`config.mk`:
```
export PLATFORM = sky130hd
export DESIGN_NAME = mest_pro_fetch_rs
export DESIGN_NICKNAME = d
export VERILOG_FILES = /design/src/rtl/mest_pro_fetch_rs.sv
export SDC_FILE = /design/constraint.sdc
export NUM_CORES = 1
export LEC_CHECK = 0
export ABC_CLOCK_PERIOD_IN_PS = 2500
export BUFFER_PORTS_ARGS = -buffer_cell sky130_fd_sc_hd__clkbuf_2
export CORE_ASPECT_RATIO = 2
export CORE_MARGIN = 8
export CORE_UTILIZATION = 30
export DETAILED_ROUTE_END_ITERATION = 10
export HOLD_SLACK_MARGIN = 0.08
export SLEW_MARGIN = 20
export SYNTH_ARGS = -nofsm -noshare
export SYNTH_HDL_FRONTEND = slang
export SYNTH_SLANG_ARGS = --single-unit
```
`constraint.sdc`:
```
create_clock -name clk -period 2.5 [get_ports clk]
set_input_delay 0 -clock clk [delete_from_list [all_inputs] [get_ports clk]]
set_output_delay 0 -clock clk [all_outputs]
set_load 0.005 [all_outputs]
```
`src/rtl/mest_pro_fetch_rs.sv`:
```
// rtl/mest_pro_fetch_rs.sv - instruction fetch unit with program counter and return stack
module mest_pro_fetch_rs #(
  parameter int ADDR_BITS        = 10,
  parameter int INSTRUCTION_SIZE = 16,
  parameter int CONST_K_SIZE     = 10,
  parameter int RS_DEPTH         = 4
) (
  input  logic                        clk,
  input  logic                        i_reset_n,
  input  logic                        idle_state,
  input  logic                        fetch_state,
  input  logic                        exec_state,
  input  logic                        jump,
  input  logic                        call,
  input  logic                        return_pc,
  input  logic [CONST_K_SIZE-1:0]     const_K,
  output logic [INSTRUCTION_SIZE-1:0] decode_reg,
  output logic                        o_fetch_done,
  output logic                        o_rs_ovf,
  output logic                        o_rs_unf,
  output logic                        o_req,
  output logic [ADDR_BITS-1:0]        o_prog_counter,
  input  logic                        i_ack,
  input  logic [INSTRUCTION_SIZE-1:0] i_instruction
);

  localparam int IDX_W = $clog2(RS_DEPTH);
  localparam int SP_W  = IDX_W + 1;

  logic [ADDR_BITS-1:0]        pc_q, pc_d;
  logic [INSTRUCTION_SIZE-1:0] decode_q, decode_d;
  logic [SP_W-1:0]             sp_q, sp_d;
  logic                        fetched_q, fetched_d;
  logic                        fetch_done_q, fetch_done_d;
  logic                        ovf_q, ovf_d;
  logic                        unf_q, unf_d;
  logic [ADDR_BITS-1:0]        stack_q [RS_DEPTH];
  logic                        push_en;
  logic [ADDR_BITS-1:0]        k_addr;
  logic [IDX_W-1:0]            top_idx;
  logic                        take;
  logic                        rs_full;
  logic                        rs_empty;

  // Jump/call target resized to the address width (zero-extend or truncate).
  if (CONST_K_SIZE >= ADDR_BITS) begin : g_k_trunc
    assign k_addr = const_K[ADDR_BITS-1:0];
  end else begin : g_k_ext
    assign k_addr = {{(ADDR_BITS-CONST_K_SIZE){1'b0}}, const_K};
  end

  // Request is held off during reset so no fetch escapes while the core is held.
  assign o_req          = fetch_state & ~fetched_q & ~idle_state & i_reset_n;
  assign take           = o_req & i_ack;
  assign top_idx        = sp_q[IDX_W-1:0] - IDX_W'(1);
  assign rs_full        = (sp_q == SP_W'(RS_DEPTH));
  assign rs_empty       = (sp_q == '0);
  assign decode_reg     = decode_q;
  assign o_fetch_done   = fetch_done_q;
  assign o_rs_ovf       = ovf_q;
  assign o_rs_unf       = unf_q;
  assign o_prog_counter = pc_q;

  // Next-state: idle clears everything, fetch handles the memory handshake, exec does flow control.
  always_comb begin
    pc_d         = pc_q;
    decode_d     = decode_q;
    sp_d         = sp_q;
    fetched_d    = fetched_q;
    fetch_done_d = take;
    ovf_d        = ovf_q;
    unf_d        = unf_q;
    push_en      = 1'b0;
    if (idle_state) begin
      pc_d         = '0;
      decode_d     = '0;
      sp_d         = '0;
      fetched_d    = 1'b0;
      fetch_done_d = 1'b0;
      ovf_d        = 1'b0;
      unf_d        = 1'b0;
    end else if (fetch_state) begin
      if (take) begin
        decode_d  = i_instruction;
        pc_d      = pc_q + ADDR_BITS'(1);
        fetched_d = 1'b1;
      end
    end else begin
      fetched_d = 1'b0;
      if (exec_state) begin
        if (jump) begin
          pc_d = k_addr;
        end else if (call) begin
          pc_d = k_addr;
          if (rs_full) begin
            ovf_d = 1'b1;
          end else begin
            push_en = 1'b1;
            sp_d    = sp_q + SP_W'(1);
          end
        end else if (return_pc) begin
          if (rs_empty) begin
            unf_d = 1'b1;
          end else begin
            pc_d = stack_q[top_idx];
            sp_d = sp_q - SP_W'(1);
          end
        end
      end
    end
  end

  // Control and datapath registers with asynchronous reset.
  always_ff @(posedge clk or negedge i_reset_n) begin
    if (!i_reset_n) begin
      pc_q         <= '0;
      decode_q     <= '0;
      sp_q         <= '0;
      fetched_q    <= 1'b0;
      fetch_done_q <= 1'b0;
      ovf_q        <= 1'b0;
      unf_q        <= 1'b0;
    end else begin
      pc_q         <= pc_d;
      decode_q     <= decode_d;
      sp_q         <= sp_d;
      fetched_q    <= fetched_d;
      fetch_done_q <= fetch_done_d;
      ovf_q        <= ovf_d;
      unf_q        <= unf_d;
    end
  end

  // Return-stack storage; contents are unreachable once sp is cleared, so no reset.
  always_ff @(posedge clk) begin
    if (push_en) begin
      stack_q[sp_q[IDX_W-1:0]] <= pc_q;
    end
  end

endmodule
```
* Word-level counts from Yosys, hierarchy flattened
Memories as Yosys holds them, arrays and structs flattened. Index checks and enable logic that the tools add are counted.
Storage, ports and cells: RAM bits 40, bits in registers 33, output and inout bits 30, word-level logic and storage cells 86, memories kept 1
Memories:
- stack_q | depth 4, bits a word 10, rd ports 1, clocked after memory_dff 0, write ports 1, line 37 | logic [ADDR_BITS-1:0] stack_q [RS_DEPTH];
Operators by class: muxes and demuxes 44, add/sub/neg operators 4, equal/unequal tests 8, reduce and logical (&&, ||, !) cells 16, bitwise logic cells 6
Operators with widths (count):
- 10-bit two-way mux | 8
- 16-bit two-way mux | 3
- 1-bit two-way mux | 25
- 3-bit two-way mux | 8
- 2-bit nonzero test | 7
- 6-bit AND reduction | 2
- 10-bit by 1-bit adder with 10-bit output, second input constant | 1
- 2-bit inequality test, second input constant | 3
- 3-bit inequality test, second input constant | 2
- 3-bit nonzero test | 2
- 5-bit inequality test, second input constant | 1
- 5-bit AND reduction | 1
- 5-bit nonzero test | 1
- 1-bit AND | 4
- 4-bit AND reduction | 1
- 3-bit by 1-bit adder with 3-bit output, second input constant | 1
- 3-bit == test, second input constant | 1
- 3-bit zero test | 1
- 3-bit by 2-bit inequality test with 1-bit output, second input constant | 1
- 3-bit by 1-bit subtractor with 3-bit output, second input constant | 1
- 1-bit NOT | 2
- 2-bit AND reduction | 1
- 2-bit by 1-bit subtractor with 2-bit output, second input constant | 1

* Depth between registers and ports, before layout
depth after elaboration 9, mapped depth 9

* Least setup slack after synthesis
OpenSTA, ideal clock, no wires.
kind register to register, from reg sp_q[0], to reg pc_q[0], in the netlist o_prog_counter[0], cell stages (with the launch flop) 10, data arrival time 2.102 ns, clock period less this slack 2.223 ns, path slack 0.277 ns, path through dfrtp_1 buf_4 inv_1 ha_1 buf_2 mux4_2 and2_1 a211oi_2 a21oi_1 a22o_1
On the way: word-level cells in the longest chain between the ends 9, elaborated cells on any way between the ends 12, classes of those cells 1 x add/sub; 1 x eq/ne; 7 x mux; 2 x reduce/logical; 1 x memory
Ends and longest elaborated chain:
- from (decl) | line 32 | logic [SP_W-1:0] sp_q, sp_d;
- from (signal assigned) | line 126 | sp_q <= sp_d;
- 2-bit by 1-bit subtractor with 2-bit output | line 55 | assign top_idx = sp_q[IDX_W-1:0] - IDX_W'(1);
- memory read 4 x 10 bit
- 10-bit two-way mux | line 102 | if (rs_empty) begin
- 10-bit two-way mux | line 101 | end else if (return_pc) begin
- 10-bit two-way mux | line 93 | end else if (call) begin
- 10-bit two-way mux | line 91 | if (jump) begin
- 10-bit two-way mux | line 90 | if (exec_state) begin
- 10-bit two-way mux | line 82 | end else if (fetch_state) begin
- 10-bit two-way mux | line 74 | if (idle_state) begin
- to (signal assigned) | line 124 | pc_q <= pc_d;
- to (decl) | line 30 | logic [ADDR_BITS-1:0] pc_q, pc_d;
Several ways; a longest one is shown, not always the timed one. The select of a mux whose other input is x is not followed. A chain may end at the register's enable or synchronous reset.

* Final worst setup path
from reg sp_q[1], to reg pc_q[2], in the netlist o_prog_counter[2]
Same word-level chain as after synthesis.

==> impl_metrics.ini <==
[clocking]
cts_tree = built
cts_buffer_depth = 2
clkTransAtPathRegs_ps = 60
clockRootBuffer = clkbuf_16
cts_sinks = 73
cts_setup_buffers = 0
htree_levels = 3
cts_made_buffers = 9
clk_latency_ps = 330

[worst_hold_path]
whs_endpoint = o_prog_counter[6]$_DFFE_PN0P_
hold_path.startpoint = const_K[6]
hold_path_class = input pin to flop
hold_depth = 5

[floorplanning]
die_width_um = 90.3
dieHeight_um = 165
num_io_pins = 65
die_area_um2 = 14900
placementRows = 54
core_area_um2 = 10800
initial_core_util_pct = 30.6

[cells_and_area]
drive_above_1_share_pct = 29.9
syn_to_final_growth_pct = 31.4
register_area_um2 = 2030
final_nets = 400
post_layout_nonfiller_instances = 504
multi_input_area_um2 = 1190
final_area_um2 = 4350
nFillCells = 1018
largest_register_ffs = 40
diodes = 0

[sta]
period_share_pct = 91.5
clock_skew_ps = 6.86
relSlewSlack_pct = 63.1
fmax_ghz = 0.437
hold_viol_final = 0
setup_slack_ps = 212
slew_viol_final = 0
rsz0062_at_grt = false
period_needed_ps = 2290
finalSetupTns_ps = 0
setup_viol = 0
whs_ps = 81.2
worst_pin_slew_ps = 552

[synth]
synth-seq-area-share_pct = 61.2
synth-seq-cells = 73
avgSynthCellArea_um2 = 12.5
ys.flop_type = edfxtp_1
yosysTopAreaCell = edfxtp_1
ys_top_cells_by_count = nand2_1, edfxtp_1, dfrtp_1
synthCells = 264
syn_nets = 305
synth_cell_types = 55
yosys_warnings = 0
synth_top_area_share_pct = 36.3
ys_top_cells_by_area = edfxtp_1, dfrtp_1, mux4_2
async_reset_ff_share_pct = 45.2
synth.most_common_cell = nand2_1
synth_edf_count = 40
netlist_area_um2 = 3310

[setup_path]
ff2ff_path_depth = 9
cp_slowest_stage_delay_ps = 560
r2r-start = sp_q[1]$_DFFE_PN0P_
cp.buffers_inverters = 3
crit_required_ps = 2710
cp_top_family = buffers and inverters
crit_arrival_ps = 2500
crit_type = flop to flop
regToRegSetupSlack_ps = 210
crit_chain = inv_1 > ha_1 > buf_4 > mux4_2 > nand2_1 > nand2_1 > nand2_1 > a21oi_1 > dlygate4sd3_1
rr_endpoint = o_prog_counter[2]$_DFFE_PN0P_
worstSetupStartpointType = flop
crit_top_cell = nand2_1
cp_max_fo = 9
crit_path_end_kind = flop
slowest_stage = dlygate4sd3_1

[routing]
drt-total-wl_um = 9100
vias_per_cell = 4.83
drt_iter0_markers = 104
ant_nets = 0
drc_errors = 0
routedWlPerCell_um = 18.1
drtPass1Iterations = 4
vias = 2434

[placed_design]
hpwl_um = 6470
portBuffers = 64
place_area_um2 = 3800
post-place-ws_ps = 569
place_congestion = 0.747
dp_cells = 463

[global_routing]
grt_overflow = 0
grt_use_total_pct = 13.1
grt_max_degree = 34
grt_pass1_wl_um = 14800
grt_antenna_before_repair = 0
grt_pass1_vias = 2726

[pwr]
leakagePower_nw = 1.87
vdd_drop_max_v = 0.000401
power_density_nw_per_um2 = 667

[run_status]
status = finished clean

[flow_run]
max-cap-violations = 0
## stage by stage
stage / utilization [%] / total power, mW
final: 40.3 / 2.90
after global routing: 40.3 / 3.02
after CTS: 40.2 / 2.94
after detailed placement: 35.2 / 1.63
after global placement: 35.2 / 1.63
after floorplan: - / 1.50
## worst max path at each step
stage                                   from                            end  slack [ps]  cells after the start
2_1_floorplan            sp_q[0]$_DFFE_PN0P_  o_prog_counter[0]$_DFFE_PN0P_         280                      9
3_3_place_gp   o_prog_counter[0]$_DFFE_PN0P_  o_prog_counter[8]$_DFFE_PN0P_         640                      5
3_5_place_dp             sp_q[1]$_DFFE_PN0P_        stack_q[3][7]$_DFFE_PP_         570                      5
4_1_cts                  sp_q[1]$_DFFE_PN0P_  o_prog_counter[2]$_DFFE_PN0P_         200                      8
5_1_grt                  sp_q[1]$_DFFE_PN0P_  o_prog_counter[2]$_DFFE_PN0P_           2                      8
6_report                 sp_q[1]$_DFFE_PN0P_  o_prog_counter[2]$_DFFE_PN0P_         210                      9
## what timing repair did
item,4_1_cts,5_1_grt
gates resized for setup,0,1
endpoints found under the hold margin,60,0
endpoints found under the setup margin,0,1
hold buffers,25,0
## report_power, final
part	internal (mW)	total, mW	switching (mW)	leakage (nW)
clock network	0.769	1.26	0.495	0.137
registers	1.31	1.37	0.0535	0.819
logic	0.131	0.271	0.141	0.912
total	2.21	2.90	0.689	1.87
## metal layers
metal  part of all wire (%)  up-vias  GRT usage, %
li1                       -     1160             -
met1                     39     1194          13.9
met3                    3.8        8          3.10
met4                    1.5        0          5.49
met2                     56       72          24.2
met5                      0        -             0
## layout by cell type, fill, tap and decap left out, drive strengths merged, types with 5 or more instances in the layout
master	Yosys	layout
dfrtp	33	33
edfxtp	40	40
nor2	11	11
a21oi	12	12
mux4	10	10
dlygate4sd3	0	25
o21ai	5	5
nand2	50	50
inv	6	6
nand3	20	20
clkbuf	4	73
ha	5	5
buf	11	10
and2	5	5
## tightest hold or removal path, delay by kind of cell
kind | cells | cell delay (ps)
simple gates | 2 | 150
buf+inv | 1 | 80
compound gates | 2 | 140
## cells by family after synthesis
| kind of cell | count (synthesis) | synth area share [%] |
|---|---|---|
| compound gates | 45 | 9.93 |
| xor+xnor | 5 | 1.32 |
| fa+ha+maj | 6 | 2.49 |
| buf+inv | 21 | 3.21 |
| flops | 73 | 61.2 |
| mux | 11 | 7.14 |
| simple gates | 103 | 14.7 |
## layout make-up
type                       instances  share of cell area [%]
inverter                           6                   0.517
multi-input combinational        170                    27.3
timing repair buffer              99                    14.8
tap                              140                    4.02
clock inverter                     7                    1.64
clock buffer                       9                    5.17
sequential                        73                    46.6
(Power assumes the default switching activity.)
